**config.mk**
```make
export PLATFORM = sky130hd
export DESIGN_NAME = cordic_vector
export DESIGN_NICKNAME = d
export VERILOG_FILES = /design/src/rtl/cordic_vector.sv
export SDC_FILE = /design/constraint.sdc
export NUM_CORES = 2
export LEC_CHECK = 0
export CORE_MARGIN = 2
export CORE_UTILIZATION = 45
export DETAILED_ROUTE_END_ITERATION = 16
export PLACE_DENSITY = 0.73
export REMOVE_ABC_BUFFERS = 1
export SLEW_MARGIN = 15
export SYNTH_ARGS = -nofsm -noshare
export SYNTH_HDL_FRONTEND = slang
export SYNTH_SLANG_ARGS = --single-unit
```
**constraint.sdc**
```tcl
create_clock -name clk -period 19.5 [get_ports clk]
set_clock_uncertainty 0.05 [all_clocks]
set_input_delay 2.925 -clock clk [delete_from_list [all_inputs] [get_ports clk]]
set_output_delay 2.925 -clock clk [all_outputs]
set_load 0.02 [all_outputs]
```
**src/rtl/cordic_vector.sv**
```systemverilog
// Iterative vectoring-mode CORDIC: converts a Q8.24 rectangular sample to
// magnitude and phase over 24 micro-rotations, one per clock.
module cordic_vector (
    input  logic               clk,
    input  logic               reset_n,
    input  logic               in_valid,
    output logic               in_ready,
    input  logic signed [31:0] x_re,
    input  logic signed [31:0] x_im,
    output logic               out_valid,
    input  logic               out_ready,
    output logic signed [31:0] mag_out,
    output logic signed [31:0] phase_out
);

    localparam logic signed [31:0] HALF_PI   = 32'sh01921FB5;
    localparam logic signed [63:0] K_GAIN    = 64'sd10188015;
    localparam logic        [4:0]  LAST_ITER = 5'd24;

    typedef enum logic [1:0] {IDLE, ITER, HOLD} state_t;

    state_t             state;
    state_t             state_next;
    logic        [4:0]  iter;
    logic signed [31:0] x;
    logic signed [31:0] y;
    logic signed [31:0] z;
    logic               zero_flag;
    logic signed [31:0] x_shift;
    logic signed [31:0] y_shift;
    logic signed [31:0] angle;
    logic signed [31:0] mag_scaled;

    // atan(2^-i) in Q8.24, rounded to nearest
    function automatic logic signed [31:0] atan_lut(input logic [4:0] idx);
        case (idx)
            5'd0:    atan_lut = 32'sd13176795;
            5'd1:    atan_lut = 32'sd7778716;
            5'd2:    atan_lut = 32'sd4110060;
            5'd3:    atan_lut = 32'sd2086331;
            5'd4:    atan_lut = 32'sd1047214;
            5'd5:    atan_lut = 32'sd524117;
            5'd6:    atan_lut = 32'sd262123;
            5'd7:    atan_lut = 32'sd131069;
            5'd8:    atan_lut = 32'sd65536;
            5'd9:    atan_lut = 32'sd32768;
            5'd10:   atan_lut = 32'sd16384;
            5'd11:   atan_lut = 32'sd8192;
            5'd12:   atan_lut = 32'sd4096;
            5'd13:   atan_lut = 32'sd2048;
            5'd14:   atan_lut = 32'sd1024;
            5'd15:   atan_lut = 32'sd512;
            5'd16:   atan_lut = 32'sd256;
            5'd17:   atan_lut = 32'sd128;
            5'd18:   atan_lut = 32'sd64;
            5'd19:   atan_lut = 32'sd32;
            5'd20:   atan_lut = 32'sd16;
            5'd21:   atan_lut = 32'sd8;
            5'd22:   atan_lut = 32'sd4;
            5'd23:   atan_lut = 32'sd2;
            default: atan_lut = 32'sd0;
        endcase
    endfunction

    assign x_shift    = x >>> iter;
    assign y_shift    = y >>> iter;
    assign angle      = atan_lut(iter);
    // bits [55:24] of the 64-bit gain product
    assign mag_scaled = 32'((64'(x) * K_GAIN) >>> 24);

    always_ff @(posedge clk or negedge reset_n) begin
        if (!reset_n) begin
            state <= IDLE;
        end else begin
            state <= state_next;
        end
    end

    always_comb begin
        state_next = state;
        in_ready   = 1'b0;
        case (state)
            IDLE: begin
                in_ready = 1'b1;
                if (in_valid) begin
                    state_next = ITER;
                end
            end
            ITER: begin
                if (iter == LAST_ITER) begin
                    state_next = HOLD;
                end
            end
            HOLD: begin
                if (out_ready) begin
                    state_next = IDLE;
                end
            end
            default: state_next = IDLE;
        endcase
    end

    // Pre-rotation into the right half-plane keeps CORDIC within its convergence range
    always_ff @(posedge clk or negedge reset_n) begin
        if (!reset_n) begin
            iter      <= '0;
            x         <= '0;
            y         <= '0;
            z         <= '0;
            zero_flag <= 1'b0;
            out_valid <= 1'b0;
            mag_out   <= '0;
            phase_out <= '0;
        end else begin
            case (state)
                IDLE: begin
                    if (in_valid) begin
                        iter      <= '0;
                        zero_flag <= (x_re == 32'sd0) && (x_im == 32'sd0);
                        if (!x_re[31]) begin
                            x <= x_re;
                            y <= x_im;
                            z <= '0;
                        end else if (!x_im[31]) begin
                            x <= x_im;
                            y <= -x_re;
                            z <= HALF_PI;
                        end else begin
                            x <= -x_im;
                            y <= x_re;
                            z <= -HALF_PI;
                        end
                    end
                end
                ITER: begin
                    if (iter == LAST_ITER) begin
                        mag_out   <= zero_flag ? 32'sd0 : mag_scaled;
                        phase_out <= zero_flag ? 32'sd0 : z;
                        out_valid <= 1'b1;
                    end else begin
                        if (!y[31]) begin
                            x <= x + y_shift;
                            y <= y - x_shift;
                            z <= z + angle;
                        end else begin
                            x <= x - y_shift;
                            y <= y + x_shift;
                            z <= z - angle;
                        end
                        iter <= iter + 5'd1;
                    end
                end
                HOLD: begin
                    if (out_ready) begin
                        out_valid <= 1'b0;
                    end
                end
                default: ;
            endcase
        end
    end

endmodule

```
==> results.py <==
metrics = {
    "status": {
        "status": "complete, no violations",
    },
    "die": {
        "die-width_um": 291,
        "rows": 105,
        "die-area_um2": 84500,
        "coreArea_um2": 81700,
        "die_h_um": 291,
        "initial_utilization_pct": 45.3,
        "ios": 134,
    },
    "synthesis": {
        "yosysWarnings": 0,
        "async_reset_ff_share_pct": 100,
        "yosysTopAreaCellShare_pct": 21.5,
        "syn_area_um2": 37000,
        "avgSynthCellArea_um2": 8.72,
        "ys_ff_latch": 169,
        "ys.flop_type": "dfrtp_1",
        "synth_area_leaders": "fa_1, ha_1, dfrtp_1",
        "synth_sequential_area_ratio_pct": 11.4,
        "netlist_instances": 4240,
        "yosysTopAreaCell": "fa_1",
        "synth_edf_count": 0,
        "synth_cell_type_count": 100,
    },
    "timing": {
        "max-slew-margin-rel_pct": 14.4,
        "hold_violations": 0,
        "slew_viol_final": 0,
        "fmax_mhz": 120,
        "rsz0062_at_grt": "false",
        "setup_violations": 0,
        "finalCritPeriodShare_pct": 42.9,
        "tightestPinTransition_ns": 1.28,
        "tns_ns": 0,
        "layout_min_cycle_time_ns": 8.36,
    },
    "clocking": {
        "numCtsBuffers": 17,
        "htreeDepth": 4,
        "cts_tree": "done",
        "root_buffer": "clkbuf_16",
        "cts_sinks": 169,
        "clk_pin_slew_ns": 0.09,
        "clkLatencyLatePin_ns": 0.52,
        "cts_max_path_buffers": 2,
        "cts_resized": 0,
        "cts_setup_buffers": 0,
        "ctsHoldBuffers": 0,
    },
    "route": {
        "finalWirelength_um": 120000,
        "drc_errors": 0,
        "drtIter0Drc": 3203,
        "antenna_left": 0,
        "drtPass1Iterations": 6,
        "vias": 31900,
        "routed_via_density": 5.97,
        "wl_per_cell_um": 22.4,
    },
    "flow_run": {
        "cap_violations": 0,
    },
    "global_route": {
        "grt_max_degree": 78,
        "grt_overflow": 0,
        "antenna_found_initial": 3,
        "grt_pass1_vias": 30900,
        "grt_first_pass_wirelength_um": 185000,
        "grt_usage_pct": 28.3,
    },
    "setup_path": {
        "cp-start-kind": "flip-flop",
        "crit_fanout": 18,
        "max_stage_delay_ns": 1.06,
        "required_ns": 19.86,
        "criticalPathCategory": "reg -> reg",
        "slowest_stage": "dfrtp_1",
        "crit_path_cell_trace": "ha_1, xor2_1, ha_1, inv_1, fa_1, fa_1, inv_1, fa_1, fa_1, inv_1, fa_1, inv_1, ha_1, nand3_1, or4_1, a2111oi_0, buf_4, or3b_2, o21ai_0, o21ai_0, a21o_1, a21oi_1, xnor2_1, a22o_1",
        "crit_path_end_kind": "flip-flop",
        "crit_top_cell": "fa_1",
        "rr_worst_depth": 24,
        "regToRegSetupSlack_ns": 11.14,
        "crit_arrival_ns": 8.73,
        "rr_endpoint": "mag_out[19]",
        "r2r_start": "x[19]",
    },
    "worst_hold_path": {
        "hold_class": "reg -> reg",
        "min_to": "phase_out[5]",
        "whs_path_depth": 2,
        "worstHoldStart": "phase_out[5]",
    },
    "final_layout": {
        "final_common_cell": "inv_1",
        "drive_above_1_share_pct": 5.71,
        "syn2layout_area_growth_pct": 7.65,
        "insertedDiodeCount": 0,
        "final_util_pct": 48.7,
        "final_cell_mix": "inv_1, ha_1, fa_1, a21oi_1, nand2_1",
        "layout.nets": 5154,
    },
    "placed_design": {
        "dp_hpwl_um": 94100,
        "finalWeightedCongestion": 1.03,
        "portBuffers": 133,
    },
}
==> synthesized netlist by cell type (11+ instances only) <==
cell type / number
a211oi_1: 39
a21o_1: 89
inv_1: 672
nor3_1: 52
dfrtp_1: 169
o31ai_1: 21
nor2_1: 273
nand3_1: 50
clkbuf_1: 107
ha_1: 432
a22o_1: 13
o21a_1: 29
mux2_2: 40
fa_1: 397
mux2i_1: 71
or3_1: 22
and2_1: 17
o21ai_0: 231
and3_1: 22
nand3b_1: 14
nand2b_1: 55
a22oi_1: 14
xnor2_1: 156
nor2b_1: 29
nand2_1: 276
o221ai_1: 11
buf_1: 23
o211ai_1: 25
buf_2: 25
a21oi_1: 327
mux4_2: 69
o21bai_1: 12
o22ai_1: 42
or2_2: 16
nand4_1: 18
nor4_1: 16
xor2_1: 137
a31oi_1: 34
==> stage by stage <==
stage | std cells | hold slack, ns | area [µm²] | setup WS [ns]
finish | 5340 | 0.430 | 39800 | 11.14
global route | 5340 | 0.444 | 39800 | 10.70
global placement | 5308 | 0.414 | 39200 | 11.24
CTS | 5340 | 0.435 | 39800 | 11.04
floorplan | 4069 | 0.427 | 36200 | 9.76
detailed placement | 5308 | 0.418 | 39200 | 11.08
==> flip-flops by register name, indices dropped and copies added, names as in the netlist <==
| name | flops |
|---|---|
| iter | 5 |
| zero_flag | 1 |
| state | 2 |
| x | 32 |
| mag_out | 32 |
| out_valid | 1 |
| y | 32 |
| z | 32 |
| phase_out | 32 |
==> metal layers <==
layer	vias up	GRT usage, %	part of all wire [%]
li1	14500	-	-
met1	15700	39.3	43
met2	1453	44.0	45
met3	244	5.45	8.5
met4	4	9.83	3.7
met5	-	0	0.021
==> worst max-delay path: cells and delay by family, from the launching register on <==
kind | cells | cell delay [ns]
compound gates | 6 | 1.82
xor+xnor | 2 | 0.38
fa+ha+maj | 8 | 3.61
buf+inv | 5 | 0.51
flops | 1 | 1.06
simple gates | 3 | 0.77
==> final cells by class <==
type,instances,area (µm²)
Fill cell,7764,41900
Timing Repair Buffer,169,1600
Clock buffer,17,425
Tap cell,1070,1340
Clock inverter,15,195
Sequential cell,169,4240
Inverter,676,2540
Multi-Input combinational cell,3224,29500
==> worst max path at each step <==
stage	start	endpoint	slack [ns]
after global placement	x[10]	mag_out[19]	11.24
after detailed placement	x[17]	mag_out[19]	11.08
final	x[19]	mag_out[19]	11.14
after global routing	x[17]	mag_out[21]	10.70
after floorplan	iter[1]	z[5]	9.76
after CTS	x[17]	mag_out[19]	11.04
==> kinds of logic after synthesis <==
kind of cell,after synthesis,synth area share (%)
adders and majority gates,830,36.1
xor gates and xnor gates,293,6.94
buffers and inverters,847,9.01
AOI/OAI and AO/OA,1002,17.0
muxes,183,7.56
DFF,169,11.4
and+or+nand+nor,916,11.9
Power is not shown: default switching activity piles up to over one toggle a cycle in this logic, so the estimate is an artifact.
